--- src/rtl/attn_pkg.sv ---
// Shared types and helpers for the attention output collector: states, beat payload, address packing.
package attn_pkg;

  localparam int unsigned LANES   = 4;
  localparam int unsigned GROUPS  = 32;
  localparam int unsigned ROWS    = 4;
  localparam int unsigned ROW_W   = $clog2(ROWS);
  localparam int unsigned GROUP_W = $clog2(GROUPS);
  localparam int unsigned ADDR_W  = $clog2(GROUPS * ROWS);
  localparam int unsigned DATA_W  = LANES * 32;

  typedef enum logic [1:0] {
    IDLE    = 2'd0,
    COLLECT = 2'd1,
    DRAIN   = 2'd2,
    DONE    = 2'd3
  } state_t;

  typedef struct packed {
    logic [ROW_W-1:0]   row;
    logic [GROUP_W-1:0] group;
    logic [DATA_W-1:0]  data;
  } beat_t;

  // SRAM address layout: group in the upper bits, row in the lower bits
  function automatic logic [ADDR_W-1:0] pack_addr(input logic [GROUP_W-1:0] group,
                                                  input logic [ROW_W-1:0]   row);
    return {group, row};
  endfunction

endpackage

--- src/rtl/attn_out_fifo.sv ---
// Synchronous beat FIFO with flush; head is presented combinationally for the write arbiter.
module attn_out_fifo
  import attn_pkg::*;
#(
  parameter int unsigned DEPTH = 4
) (
  input  logic                     clk,
  input  logic                     rst_n,
  input  logic                     clear,
  input  logic                     push,
  input  logic                     pop,
  input  beat_t                    din,
  output beat_t                    head_c,
  output logic [$clog2(DEPTH):0]   count,
  output logic                     full,
  output logic                     empty
);

  localparam int unsigned AW = $clog2(DEPTH);
  localparam int unsigned CW = AW + 1;
  localparam logic [CW-1:0] DEPTH_C = CW'(DEPTH);

  beat_t         mem [DEPTH];
  logic [AW-1:0] rd_ptr;
  logic [AW-1:0] wr_ptr;
  logic [CW-1:0] count_nxt;
  logic          do_push;
  logic          do_pop;

  // A push into a full FIFO only lands when the head leaves in the same cycle
  assign do_pop  = !clear && pop && !empty;
  assign do_push = !clear && push && (!full || do_pop);
  assign head_c  = mem[rd_ptr];

  always_comb begin
    count_nxt = count;
    if (clear) begin
      count_nxt = '0;
    end else if (do_push && !do_pop) begin
      count_nxt = count + 1'b1;
    end else if (do_pop && !do_push) begin
      count_nxt = count - 1'b1;
    end
  end

  always_ff @(posedge clk or negedge rst_n) begin
    if (!rst_n) begin
      rd_ptr <= '0;
      wr_ptr <= '0;
      count  <= '0;
      full   <= 1'b0;
      empty  <= 1'b1;
    end else begin
      if (clear) begin
        rd_ptr <= '0;
        wr_ptr <= '0;
      end else begin
        if (do_pop) begin
          rd_ptr <= rd_ptr + 1'b1;
        end
        if (do_push) begin
          wr_ptr <= wr_ptr + 1'b1;
        end
      end
      count <= count_nxt;
      full  <= (count_nxt == DEPTH_C);
      empty <= (count_nxt == '0);
    end
  end

  // Storage needs no reset; validity is tracked by the pointers
  always_ff @(posedge clk) begin
    if (do_push) begin
      mem[wr_ptr] <= din;
    end
  end

endmodule

--- src/rtl/attn_out_collector.sv ---
// Buffers the attention core output stream and writes it to the output SRAM,
// sharing the single SRAM port with host readback.
module attn_out_collector
  import attn_pkg::*;
#(
  parameter  int unsigned READ_LAT   = 2,
  parameter  int unsigned FIFO_DEPTH = 4,
  parameter  int unsigned N_ENTRIES  = 128,
  localparam int unsigned CNT_W      = $clog2(N_ENTRIES) + 1
) (
  input  logic               clk,
  input  logic               rst_n,
  input  logic               start,
  input  logic               in_valid,
  input  logic [ROW_W-1:0]   in_row,
  input  logic [GROUP_W-1:0] in_group,
  input  logic [DATA_W-1:0]  in_data,
  input  logic               in_done,
  output logic [ADDR_W-1:0]  mem_addr,
  output logic               mem_web,
  output logic [DATA_W-1:0]  mem_din,
  input  logic [DATA_W-1:0]  mem_dout,
  input  logic               rd_req,
  input  logic [ADDR_W-1:0]  rd_addr,
  output logic               rd_ack,
  output logic               rd_valid,
  output logic [DATA_W-1:0]  rd_data,
  output logic               busy,
  output logic               complete,
  output logic [CNT_W-1:0]   wr_count,
  output logic               overflow
);

  localparam int unsigned FCW = $clog2(FIFO_DEPTH) + 1;
  localparam logic [FCW-1:0] HI_WATER = FCW'(FIFO_DEPTH - 1);

  state_t          state;
  beat_t           push_beat;
  beat_t           fifo_head_c;
  logic [FCW-1:0]  fifo_count;
  logic            fifo_full;
  logic            fifo_empty;
  logic            fifo_push;
  logic            wr_sel;
  logic            rd_sel;
  logic [READ_LAT-1:0] rd_pipe;

  assign push_beat = '{row: in_row, group: in_group, data: in_data};

  attn_out_fifo #(
    .DEPTH (FIFO_DEPTH)
  ) u_fifo (
    .clk    (clk),
    .rst_n  (rst_n),
    .clear  (start),
    .push   (fifo_push),
    .pop    (wr_sel),
    .din    (push_beat),
    .head_c (fifo_head_c),
    .count  (fifo_count),
    .full   (fifo_full),
    .empty  (fifo_empty)
  );

  // Writes win near full so the no-backpressure stream cannot be starved by host reads;
  // the cycle of start flushes the FIFO, so nothing is written then.
  always_comb begin
    fifo_push = (state == COLLECT) && in_valid && !start;
    wr_sel    = !start && ((fifo_count >= HI_WATER) || (!fifo_empty && !rd_req));
  end

  assign rd_sel = !wr_sel && rd_req;

  // Pass control; busy/complete are registered alongside the state they decode
  always_ff @(posedge clk or negedge rst_n) begin
    if (!rst_n) begin
      state    <= IDLE;
      busy     <= 1'b0;
      complete <= 1'b0;
    end else if (start) begin
      state    <= COLLECT;
      busy     <= 1'b1;
      complete <= 1'b0;
    end else begin
      unique case (state)
        COLLECT: begin
          if (in_done) begin
            state <= DRAIN;
          end
        end
        DRAIN: begin
          if (fifo_empty) begin
            state    <= DONE;
            busy     <= 1'b0;
            complete <= 1'b1;
          end
        end
        default: begin
        end
      endcase
    end
  end

  // SRAM port and pass statistics
  always_ff @(posedge clk or negedge rst_n) begin
    if (!rst_n) begin
      mem_addr <= '0;
      mem_web  <= 1'b1;
      mem_din  <= '0;
      wr_count <= '0;
      overflow <= 1'b0;
    end else begin
      if (wr_sel) begin
        mem_addr <= pack_addr(fifo_head_c.group, fifo_head_c.row);
        mem_din  <= fifo_head_c.data;
        mem_web  <= 1'b0;
      end else if (rd_sel) begin
        mem_addr <= rd_addr;
        mem_web  <= 1'b1;
      end else begin
        mem_web  <= 1'b1;
      end

      if (start) begin
        wr_count <= '0;
      end else if (wr_sel && (wr_count != '1)) begin
        wr_count <= wr_count + 1'b1;
      end

      if (start) begin
        overflow <= 1'b0;
      end else if (fifo_push && fifo_full && !wr_sel) begin
        overflow <= 1'b1;
      end
    end
  end

  // rd_pipe[k] is high k cycles after the read address went out; stage 0 doubles as rd_ack
  assign rd_ack = rd_pipe[0];

  always_ff @(posedge clk or negedge rst_n) begin
    if (!rst_n) begin
      rd_pipe  <= '0;
      rd_valid <= 1'b0;
      rd_data  <= '0;
    end else begin
      rd_pipe[0] <= rd_sel;
      for (int i = 1; i < int'(READ_LAT); i++) begin
        rd_pipe[i] <= rd_pipe[i-1];
      end
      rd_valid <= rd_pipe[READ_LAT-1];
      if (rd_pipe[READ_LAT-1]) begin
        rd_data <= mem_dout;
      end
    end
  end

endmodule

--- config.mk ---
export PLATFORM = sky130hd
export DESIGN_NAME = attn_out_collector
export DESIGN_NICKNAME = d
export VERILOG_FILES = /design/src/rtl/attn_pkg.sv /design/src/rtl/attn_out_fifo.sv /design/src/rtl/attn_out_collector.sv
export SDC_FILE = /design/constraint.sdc
export NUM_CORES = 1
export LEC_CHECK = 0
export ABC_CLOCK_PERIOD_IN_PS = 9400
export BUFFER_PORTS_ARGS = -buffer_cell sky130_fd_sc_hd__buf_4
export CORE_MARGIN = 4
export CORE_UTILIZATION = 60
export DETAILED_ROUTE_END_ITERATION = 12
export PLACE_DENSITY = 0.85
export SLEW_MARGIN = 10
export SYNTH_ARGS = -nofsm -noshare
export SYNTH_HDL_FRONTEND = slang
export SYNTH_SLANG_ARGS = --single-unit
--- constraint.sdc ---
create_clock -name clk -period 9.4 [get_ports clk]
set_input_delay 0.47 -clock clk [delete_from_list [all_inputs] [get_ports clk]]
set_output_delay 0.47 -clock clk [all_outputs]
set_load 0.02 [all_outputs]
# After elaboration in Yosys (flattened, before gate mapping)
# Memories as Yosys holds them, arrays and structs flattened.
# Cells that the tools add are included.
dict set report totals {
  ff_bits 289
  ramBits 540
  in_bits 276
  output_inout_bits 277
  wordCells 89
  mem_count 1
}
# memory words width rd rd_ports_with_merged_regs wr line_no
set mem_list {}
lappend mem_list {u_fifo.mem 4 135 1 0 1 attn_out_fifo.sv:23} ;# beat_t mem [DEPTH];
dict set report classes {
  n_addsub 5
  n_lt_le_gt_ge 1
  eq_ne 6
  mux 26
  reduce_logical 34
}
# op n
set ops {}
lappend ops {{two-way mux 8 bit} 2}
lappend ops {{logical AND 1 bit} 14}
lappend ops {{two-way mux 2 bit} 7}
lappend ops {{two-way mux 7 bit} 2}
lappend ops {{nonzero test 2 bit} 7}
lappend ops {{two-way mux 1 bit} 11}
lappend ops {{two-way mux 3 bit} 3}
lappend ops {{adder 8 x 1 -> 8 bit (second input constant)} 1}
lappend ops {{inequality test 8 bit (second input constant)} 1}
lappend ops {{zero test 1 bit} 7}
lappend ops {{adder 2 x 1 -> 2 bit (second input constant)} 2}
lappend ops {{one-hot mux 2 bit (2 select lines)} 1}
lappend ops {{adder 3 x 1 -> 3 bit (second input constant)} 1}
lappend ops {{== test 3 bit (second input constant)} 1}
lappend ops {{greater-or-equal comparator 3 x 2 -> 1 bit (second input constant)} 1}
lappend ops {{zero test 3 bit} 1}
lappend ops {{inequality test 3 x 2 -> 1 bit (second input constant)} 1}
lappend ops {{inequality test 3 bit (second input constant)} 1}
lappend ops {{AND reduction 3 bit} 1}
lappend ops {{nonzero test 3 bit} 1}
lappend ops {{subtractor 3 x 1 -> 3 bit (second input constant)} 1}
lappend ops {{== test 2 x 1 -> 1 bit (second input constant)} 1}
lappend ops {{== test 2 bit (second input constant)} 1}
lappend ops {{logical OR 1 bit} 2}
lappend ops {{AND reduction 2 bit} 1}

# Logic depth before layout (Yosys ltp)
# Gate-level depths: netlist of the first run.
dict set report logic_depth {
  depth_word 14
  ltp_mapped 8
  depth_no_buf 7
}

# By module
# From an unflattened synthesis of the first run, not the netlist that was laid out.
dict set report unflattened {
  hier_cells 1676
  hier_area_um2 30660.7
}
# module n_inst cells_per_inst area_each_um2 seq_area_each_um2
set by_module_without_submodules {}
lappend by_module_without_submodules {attn_out_fifo 1 764 20034.2 16442.0}
lappend by_module_without_submodules {attn_out_collector 1 912 10626.4 7008.0}

# Least setup slack after synthesis of the first run
# Ideal clock, no wire load.
dict set report synth_timing {
  kind {register -> register}
  startpoint {register u_fifo.count[1]}
  endpoint {memory u_fifo.mem[0][0] (netlist bit) (enable)}
  setup_time_ns 0.510
  arrival_ns 4.609
  required_time_ns 8.890
  setup_slack_ns 4.281
  stages_incl_launch_ff 7
  n_path_buf 0
  synth_period_minus_slack_ns 5.119
  cell_sequence {dfrtp_1 ha_1 ha_1 a211oi_2 a21o_4 a211oi_2 and2_1}
}
dict set report synth_via {
  elab_chain_len 9
}
# item line_no
set synth_rtl {}
lappend synth_rtl {{start, declared} attn_out_fifo.sv:14} ;# output logic [$clog2(DEPTH):0] count,
lappend synth_rtl {{start signal, assigned} attn_out_fifo.sv:65} ;# count <= count_nxt;
lappend synth_rtl {{greater-or-equal comparator 3 x 2 -> 1 bit} attn_out_collector.sv:69} ;# wr_sel = !start && ((fifo_count >= HI_WATER) || (!fifo_empty && !rd_req));
lappend synth_rtl {{logical OR 1 bit} attn_out_collector.sv:69}
lappend synth_rtl {{logical AND 1 bit} attn_out_collector.sv:69}
lappend synth_rtl {{logical AND 1 bit (2 in a row)} attn_out_fifo.sv:31} ;# assign do_pop = !clear && pop && !empty;
lappend synth_rtl {{logical OR 1 bit} attn_out_fifo.sv:32} ;# assign do_push = !clear && push && (!full || do_pop);
lappend synth_rtl {{logical AND 1 bit} attn_out_fifo.sv:32}
lappend synth_rtl {{two-way mux 1 bit} attn_out_fifo.sv:73} ;# if (do_push) begin
lappend synth_rtl {{two-way mux 1 bit (implied by the code)} attn_out_fifo.sv:74} ;# mem[wr_ptr] <= din;
lappend synth_rtl {{end, declared} attn_out_fifo.sv:23}
# No other way between the ends.

# Worst setup path in the final report of the first run
dict set report layout_timing {
  startpoint {register u_fifo.count[1]}
  endpoint {memory u_fifo.mem[3][64] (netlist bit) (enable)}
}
# Same word-level chain as after synthesis.

==> flow_metrics.env, run 1 <==
export IMPL_status="completed"
export IMPL_htree_levels=3
export IMPL_min_path_cells=1
export IMPL_finalSetupTns_ps=0
export IMPL_max_freq_mhz=234.3
export IMPL_drv_slew=0
export IMPL_fin_nets=2283
export IMPL_area_growth_pct=24.89
export IMPL_grt_first_pass_wirelength_um=106900
export IMPL_synth_avg_cell_area_um2=21.65
export IMPL_drt_initial_drc_count=1116
export IMPL_leakagePower_nw=14.45
export IMPL_cts_tree="yes"
export IMPL_ys_seq_area_share_pct=76.73
export IMPL_critPathRequiredTime_ps=9640
export IMPL_cts_root_buffer="clkbuf_16"
export IMPL_worst_setup_path_start_kind="flop"
export IMPL_pin_count=553
export IMPL_yosysMostFrequentCell="edfxtp_1"
export IMPL_total_power_mw=11.62
export IMPL_cap_violations=0
export IMPL_synth_ff_type="edfxtp_1"
export IMPL_netlist_area_um2=30560
export IMPL_dr_total_vias=15960
export IMPL_power_density_nw_per_um2=304.4
export IMPL_route_detailed_drc=0
export IMPL_clock_sinks=829
export IMPL_setup_viol=0
export IMPL_synth_nets=1696
export IMPL_fp_row_count=82
export IMPL_die_h_um=233.7
export IMPL_skew_ps=31.32
export IMPL_min_period_over_period_pct=45.40
export IMPL_synthesis_instances=1412
export IMPL_cp_end_kind="flop"
export IMPL_synthTopCellsByArea="edfxtp_1 (53%), dfrtp_1 (23%), mux4_2 (9.9%), mux2_2 (9.4%), buf_6 (0.44%)"
export IMPL_cts_buffers_inserted=80
export IMPL_drtPass1Iterations=5
export IMPL_grtUsageTotal_pct=26.61
export IMPL_die_width_um=233.7
export IMPL_antenna_found_initial=6
export IMPL_path_clk_slew_ps=60
export IMPL_cts_buffer_depth=3
export IMPL_vias_per_cell=5.818
export IMPL_cts_resized=0
export IMPL_irDropWorstVdd_mv=0.2394
export IMPL_grt_max_degree=129
export IMPL_arrival_ps=4500
export IMPL_rsz0062_at_grt="no"
export IMPL_hold_violations=0
export IMPL_cts_hold_buf=1
export IMPL_numPortBuffers=552
export IMPL_reg2regPathDepth=8
export IMPL_crit_chain="ha_1 > ha_1 > a211oi_2 > a21o_4 > a211oi_2 > and2_4 > buf_4 > buf_4"
export IMPL_cp_top_family="buffers and inverters"
export IMPL_relSlewSlack_pct=19.51
export IMPL_place_detailed_hpwl_um=47920
export IMPL_antenna_left=0
export IMPL_worst_pin_slew_ps=1205
export IMPL_crit_slowest_cell="and2_4"
export IMPL_cts_setup_buffers=0
export IMPL_synth_edf_count=540
export IMPL_critPathKind="reg2reg"
export IMPL_crit_cells=8
export IMPL_synth_commonest_cells="edfxtp_1 (540), dfrtp_1 (287), mux2_2 (256), mux4_2 (135), clkbuf_1 (30)"
export IMPL_path_buf_inv=2
export IMPL_ys_ff_latch=829
export IMPL_start_util_pct=60.79
export IMPL_synthDistinctLibCells=41
export IMPL_drive_gt1_share_pct=53.05
export IMPL_grt_pass1_vias=16880
export IMPL_die_area_um2=54610
export IMPL_async_reset_ff_share_pct=34.86
export IMPL_yosysTopAreaCell="edfxtp_1"
export IMPL_min_path_type="in2reg"
export IMPL_post_route_min_period_ps=4268
export IMPL_yosys_area_top_type_share_pct=53.06
export IMPL_routedWlPerCell_um=26.80
export IMPL_insertion_delay_ps=620
export IMPL_routed_wl_um=73520
export IMPL_gp_congestion=0.8227
export IMPL_coreArea_um2=50270
export IMPL_critical_path_max_stage_delay_ps=800
export IMPL_critPathMaxFanout=52
export IMPL_ys_warn_count=0
export IMPL_globalRoute_totalOverflow=0
## cells by family (layout without fill, tap and decap cells)
group / Yosys count / after routing / synth area share, %
compound gates: 30 / 30 / 0.6959
mux: 405 / 405 / 19.86
buf+inv: 75 / 729 / 1.330
fa+ha+maj: 8 / 8 / 0.3275
other cells: 0 / 5 / 0
simple gates: 61 / 61 / 0.9498
flops: 829 / 829 / 76.73
xor+xnor: 4 / 4 / 0.1146
## where the power goes
group | leakage, nW | internal [mW] | total [mW] | switching [mW]
Sequential | 8.29 | 4.49 | 5.00 | 0.504
Combinational | 4.79 | 1.64 | 3.29 | 1.65
Clock | 1.36 | 2.00 | 3.33 | 1.33
## stage by stage
step	area, um^2	hold WS [ps]	setup WS, ps	utilization, %	std cells
2_1_floorplan	30560	174.4	4281	-	1412
3_3_place_gp	35370	369.0	5204	70.35	2588
3_5_place_dp	35370	369.7	5099	70.35	2588
4_1_cts	38160	11.86	5113	75.90	2738
5_1_grt	38170	24.02	4900	75.92	2742
6_report	38170	47.39	5132	75.92	2743
## cells in the final DEF (no fill, tap or decap), drive strengths merged, types with 2 or more instances in the layout
cell type | synthesis | final
a211oi | 4 | 4
a21oi | 8 | 8
and2 | 6 | 6
and3 | 2 | 2
buf | 34 | 568
bufinv | 0 | 10
clkbuf | 30 | 115
clkinv | 1 | 21
dfrtp | 287 | 287
dfstp | 2 | 2
diode | 0 | 5
edfxtp | 540 | 540
ha | 8 | 8
inv | 10 | 14
mux2 | 257 | 257
mux2i | 13 | 13
mux4 | 135 | 135
nand2 | 23 | 23
nand3 | 5 | 5
nand3b | 2 | 2
nand4 | 2 | 2
nor2 | 11 | 11
nor2b | 3 | 3
nor3 | 4 | 4
o21ai | 8 | 8
o31ai | 2 | 2
xnor2 | 2 | 2
xor2 | 2 | 2
## layout make-up
type,count,area [um^2]
diodes,5,12.51
flip-flops and latches,829,23460
multi-input cells,508,6728
clock inverters,34,461.7
fillers,2676,12100
well taps,672,840.8
inverters,11,41.29
repair buffers,569,4307
clock buffers,115,2317
## path summary, 6_finish.rpt
kind	from	endpoint	slack (ps)
worst max register to register	u_fifo.count[1]	u_fifo.mem[3][64]	5130
min in group asynchronous	rst_n	mem_din[43]	460
worst min register to register	rd_pipe[0]	rd_pipe[1]	380
max in group asynchronous	rst_n	rd_data[70]	7430
worst min-delay path	in_group[4]	u_fifo.mem[2][132]	50
worst max-delay path	u_fifo.count[1]	u_fifo.mem[3][64]	5130
## per-layer routing
layer  GRT usage [%]  wire length (um)  vias up
li1                -                 -     6774
met1           33.16             26100     8324
met2           43.96             37680      706
met3           6.646              6051      154
met4           13.29              3661        2
met5               0                19        -
## registers in the layout (all words and copies together), names as in the netlist
name	cells
busy	1
wr_count	8
rd_valid	1
u_fifo.rd_ptr	2
u_fifo.full	1
u_fifo.wr_ptr	2
mem_addr	7
u_fifo.empty	1
complete	1
u_fifo.mem	540
rd_pipe	2
overflow	1
rd_data	128
u_fifo.count	3
mem_din	128
mem_web	1
state	2
No activity file was read; power rests on OpenSTA's default activity.
==> run 2: changes to the inputs <==
--- a/config.mk
+++ b/config.mk
@@ -5,12 +5,12 @@
 export SDC_FILE = /design/constraint.sdc
 export NUM_CORES = 1
 export LEC_CHECK = 0
-export ABC_CLOCK_PERIOD_IN_PS = 9400
+export ABC_CLOCK_PERIOD_IN_PS = 4200
 export BUFFER_PORTS_ARGS = -buffer_cell sky130_fd_sc_hd__buf_4
 export CORE_MARGIN = 4
-export CORE_UTILIZATION = 60
+export CORE_UTILIZATION = 55
 export DETAILED_ROUTE_END_ITERATION = 12
-export PLACE_DENSITY = 0.85
+export PLACE_DENSITY = 0.79
 export SLEW_MARGIN = 10
 export SYNTH_ARGS = -nofsm -noshare
 export SYNTH_HDL_FRONTEND = slang
==> constraint.sdc (replaced) <==
create_clock -name clk -period 4.2 [get_ports clk]
set_input_delay 0.21 -clock clk [delete_from_list [all_inputs] [get_ports clk]]
set_output_delay 0.21 -clock clk [all_outputs]
set_load 0.02 [all_outputs]
==> flow_metrics.env, run 2 (same netlist as run 1, synthesis figures left out) <==
export IMPL_status="completed"
export IMPL_hold_violations=0
export IMPL_vias_per_cell=5.555
export IMPL_skew_ps=28.28
export IMPL_layout_common_cells="buf_4 (570), edfxtp_1 (540), dfrtp_1 (284)"
export IMPL_arrival_ps=3470
export IMPL_post_route_min_period_ps=3176
export IMPL_crit_chain="ha_1 > ha_1 > a211oi_2 > a21o_4 > a211oi_2 > and2_4 > buf_4"
export IMPL_worst_setup_path_start_kind="flop"
export IMPL_grt_pass1_vias=19000
export IMPL_drive_gt1_share_pct=47.52
export IMPL_globalRoute_totalOverflow=0
export IMPL_drtPass1Iterations=5
export IMPL_reg2reg_slack_ps=1020
export IMPL_worst_pin_slew_ps=903.2
export IMPL_leakagePower_nw=15.70
export IMPL_die_area_um2=59400
export IMPL_critPathKind="reg2reg"
export IMPL_cts_setup_buffers=0
export IMPL_place_detailed_hpwl_um=47260
export IMPL_routed_wl_um=81060
export IMPL_setup_viol=0
export IMPL_fin_nets=2574
export IMPL_cts_buffers_inserted=81
export IMPL_pin_count=553
export IMPL_cts_tree="yes"
export IMPL_die_h_um=243.7
export IMPL_min_path_type="in2reg"
export IMPL_grtUsageTotal_pct=27.34
export IMPL_fp_row_count=86
export IMPL_cp_top_family="compound AO/OA/AOI/OAI gates"
export IMPL_min_period_over_period_pct=75.62
export IMPL_coreArea_um2=55090
export IMPL_numPortBuffers=552
export IMPL_cts_root_buffer="clkbuf_16"
export IMPL_finalSetupTns_ps=0
export IMPL_grt_max_degree=104
export IMPL_total_power_mw=26.52
export IMPL_antenna_left=0
export IMPL_critical_path_max_stage_delay_ps=750
export IMPL_r2r_end="u_fifo.mem[3][21]"
export IMPL_reg2regPathDepth=7
export IMPL_drv_slew=0
export IMPL_final_common_cell="buf_4"
export IMPL_start_util_pct=55.48
export IMPL_crit_start="u_fifo.count[1]"
export IMPL_cap_violations=0
export IMPL_dr_total_vias=17260
export IMPL_reg_top3="u_fifo.mem: 540 flops, mem_din: 128 flops, rd_data: 128 flops"
export IMPL_relSlewSlack_pct=39.79
export IMPL_area_growth_pct=34.95
export IMPL_critPathCapture="u_fifo.mem[3][21]"
export IMPL_die_width_um=243.7
export IMPL_irDropWorstVdd_mv=0.6710
export IMPL_gp_congestion=0.8489
export IMPL_path_clk_slew_ps=60
export IMPL_insertion_delay_ps=620
export IMPL_critPathRequiredTime_ps=4500
export IMPL_drt_initial_drc_count=1173
export IMPL_routedWlPerCell_um=26.08
export IMPL_crit_slowest_cell="and2_4"
export IMPL_clock_sinks=829
export IMPL_grt_first_pass_wirelength_um=121900
export IMPL_crit_cells=7
export IMPL_htree_levels=3
export IMPL_critPathMaxFanout=42
export IMPL_largest_register_ff_count=540
export IMPL_power_density_nw_per_um2=643.0
export IMPL_path_buf_inv=1
export IMPL_r2r_start="u_fifo.count[1]"
export IMPL_cts_buffer_depth=3
export IMPL_route_detailed_drc=0
export IMPL_cp_end_kind="flop"
export IMPL_rsz0062_at_grt="no"
export IMPL_holdWs_ps=158.4
export IMPL_largest_register="u_fifo.mem"
export IMPL_max_freq_mhz=314.8
export IMPL_antenna_found_initial=8
run 2: cell count changes in the layout (fill, tap and decap cells not counted), moves of 5 or more:
cell,before,now
buf_12,2,13
buf_4,565,570
clkbuf_1,20,13
clkbuf_8,12,6
clkinv_2,10,19
dlygate4sd3_1,1,275
run 2: power by group:
group	internal (mW)	leakage, nW	switching, mW
sequential	10.1	8.29	1.13
combinational	3.91	6.06	3.87
clock	4.48	1.36	3.08
total	18.4	15.7	8.08
run 2: per-layer routing:
| metal | GRT usage, % | routed length, um |
|---|---|---|
| met5 | 0 | 28 |
| met4 | 12.86 | 3987 |
| met3 | 6.372 | 5532 |
| met2 | 47.78 | 42650 |
| met1 | 32.33 | 28870 |
run 2: how the worst min path moves through the flow:
stage,depth (start not counted),start,to
floorplan,0,rst_n,busy
global placement,1,rst_n,mem_din[44]
detailed placement,1,rst_n,mem_din[46]
CTS,3,in_valid,u_fifo.count[1]
global route,3,in_valid,u_fifo.count[1]
finish,3,in_valid,u_fifo.count[1]
run 2: layout make-up:
class,count,area (um^2)
timing repair buffer,859,7307
multi-input combinational,508,6728
sequential,829,23460
antenna,5,12.51
clock inverter,46,551.8
inverter,11,41.29
clock buffer,102,2208
fill,2956,13850
tap,748,935.9
run 2: worst reg2reg max path: stages (launching register included):
cell and delay [ps]:
dfrtp_1 460, ha_1 190, ha_1 190, a211oi_2 100, a21o_4 280, a211oi_2 500
and2_4 760, buf_4 390
run 2: through the flow:
stage / worst slack, ps / utilization (%) / instance area, um^2 / instances
final: 1024 / 74.87 / 41250 / 3108
after global routing: 828.9 / 74.85 / 41240 / 3105
after CTS: 1013 / 74.84 / 41230 / 3103
after detailed placement: 1037 / 64.84 / 35720 / 2680
after global placement: 1100 / 64.84 / 35720 / 2680
after floorplan: 567.2 / - / 30570 / 1412
run 2: timing repair:
item                                   4_1_cts  5_1_grt
endpoints found under the hold margin      779        0
hold buffers                               275        0
resized for setup                            0        0
==> run 3: changes to the inputs <==
--- a/config.mk
+++ b/config.mk
@@ -5,7 +5,7 @@
 export SDC_FILE = /design/constraint.sdc
 export NUM_CORES = 1
 export LEC_CHECK = 0
-export ABC_CLOCK_PERIOD_IN_PS = 4200
+export ABC_CLOCK_PERIOD_IN_PS = 3120
 export BUFFER_PORTS_ARGS = -buffer_cell sky130_fd_sc_hd__buf_4
 export CORE_MARGIN = 4
 export CORE_UTILIZATION = 55
==> constraint.sdc (replaced) <==
create_clock -name clk -period 3.12 [get_ports clk]
set_input_delay 0.156 -clock clk [delete_from_list [all_inputs] [get_ports clk]]
set_output_delay 0.156 -clock clk [all_outputs]
set_load 0.02 [all_outputs]
==> flow_metrics.env, run 3 (same netlist as run 1, synthesis figures left out) <==
export IMPL_cts_tree="yes"
export IMPL_n_fill_cell=2964
export IMPL_holdWs_ps=81.57
export IMPL_irDropWorstVdd_mv=0.6315
export IMPL_grt_max_degree=80
export IMPL_dp_cells=2692
export IMPL_cts_buffers_inserted=82
export IMPL_setup_viol=0
export IMPL_antenna_left=0
export IMPL_seqCellArea_um2=23460
export IMPL_pin_count=553
export IMPL_critical_path_max_stage_delay_ps=520
export IMPL_min_path_type="in2reg"
export IMPL_grtUsageTotal_pct=27.23
export IMPL_crit_chain="ha_1 > ha_1 > a211oi_2 > a21o_4 > a211oi_2 > and2_4 > buf_12"
export IMPL_cts_resized=0
export IMPL_drive_gt1_share_pct=47.65
export IMPL_cts_hold_buf=281
export IMPL_route_detailed_drc=0
export IMPL_cp_end_kind="flop"
export IMPL_worst_pin_slew_ps=771.5
export IMPL_power_density_nw_per_um2=858.4
export IMPL_worst_setup_path_start_kind="flop"
export IMPL_critPathRequiredTime_ps=3410
export IMPL_numPortBuffers=552
export IMPL_critPathMaxFanout=29
export IMPL_routedWlPerCell_um=25.88
export IMPL_critPathKind="reg2reg"
export IMPL_drv_slew=0
export IMPL_drt_initial_drc_count=1143
export IMPL_place_ws_ps=252.5
export IMPL_antenna_found_initial=8
export IMPL_die_width_um=243.7
export IMPL_crit_slowest_cell="and2_4"
export IMPL_vias_per_cell=5.524
export IMPL_cts_root_buffer="clkbuf_16"
export IMPL_drtPass1Iterations=5
export IMPL_fin_nets=2593
export IMPL_die_area_um2=59400
export IMPL_final_cells=3131
export IMPL_multi_input_area_um2=6728
export IMPL_max_freq_mhz=349.7
export IMPL_final_common_cell="buf_4"
export IMPL_clock_sinks=829
export IMPL_die_h_um=243.7
export IMPL_leakagePower_nw=15.82
export IMPL_layout_common_cells="buf_4 (571), edfxtp_1 (540), dfrtp_1 (284)"
export IMPL_cap_violations=0
export IMPL_place_detailed_hpwl_um=48900
export IMPL_coreArea_um2=55090
export IMPL_min_period_over_period_pct=91.65
export IMPL_largest_register="u_fifo.mem"
export IMPL_fp_row_count=86
export IMPL_grt_first_pass_wirelength_um=121500
export IMPL_reg2regPathDepth=7
export IMPL_largest_register_ff_count=540
export IMPL_start_util_pct=55.48
export IMPL_skew_ps=29.16
export IMPL_post_route_min_period_ps=2860
export IMPL_gp_congestion=0.8882
export IMPL_cts_buffer_depth=3
export IMPL_grt_pass1_vias=18970
export IMPL_rsz0062_at_grt="no"
export IMPL_total_power_mw=35.65
export IMPL_area_growth_pct=35.89
export IMPL_arrival_ps=3150
export IMPL_min_path_cells=3
export IMPL_layout_setup_ws_ps=260.5
export IMPL_hold_violations=0
export IMPL_status="completed"
export IMPL_insertion_delay_ps=620
export IMPL_dr_total_vias=17300
export IMPL_relSlewSlack_pct=48.57
export IMPL_reg_top3="u_fifo.mem: 540 flops, mem_din: 128 flops, rd_data: 128 flops"
export IMPL_path_clk_slew_ps=60
export IMPL_globalRoute_totalOverflow=0
export IMPL_htree_levels=3
export IMPL_cts_setup_buffers=0
export IMPL_routed_wl_um=81040
run 3: cell count changes in the layout (fill, tap and decap cells not counted), moves of 2 or more:
cell and change:
buf_12 +11, clkbuf_1 +9, clkinv_1 -6, dlygate4sd3_1 +6
bufinv_16 -5, clkbuf_8 +5, clkinv_8 +2, clkinvlp_2 -2
clkinvlp_4 +2
run 3: cell type report:
cell class,count,share of cell area (%)
timing repair buffer,877,18.29
sequential,829,56.49
clock inverter,36,1.015
clock buffer,117,5.625
tap,748,2.253
inverter,11,0.09942
antenna,5,0.03013
multi-input combinational,508,16.20
run 3: final timing paths:
kind | slack (ps) | startpoint | endpoint
setup / recovery | 260 | u_fifo.count[1] | u_fifo.mem[2][133]
hold / removal | 80 | in_valid | u_fifo.count[1]
setup reg to reg | 260 | u_fifo.count[1] | u_fifo.mem[2][133]
hold reg to reg | 390 | rd_pipe[0] | rd_pipe[1]
max in group asynchronous | 2010 | rst_n | u_fifo.rd_ptr[1]
min in group asynchronous | 120 | rst_n | mem_din[41]
run 3: stage by stage:
step	area [um^2]	util [%]	TNS [ps]
4_1_cts	41520	75.36	0
3_3_place_gp	35950	65.25	0
6_report	41530	75.38	0
5_1_grt	41530	75.38	0
2_1_floorplan	30570	-	-276910
3_5_place_dp	35950	65.25	0
run 3: worst max-delay path: cells and delay by family, from the launching register on:
kind,cells,cell delay (ps)
AOI/OAI and AO/OA,3,880
adders and majority gates,2,380
buffers and inverters,1,270
DFF,1,470
and+or+nand+nor,1,520
run 3: routing by layer:
layer	GRT usage, %	wire, um
met3	6.648	4948
met2	46.44	42000
met5	0	21
met1	32.71	29560
met4	13.57	4506
run 3: power by group:
group	total, mW	internal [mW]	switching, mW
logic	10.7	5.35	5.30
registers	15.0	13.5	1.44
clock network	10.0	5.84	4.18
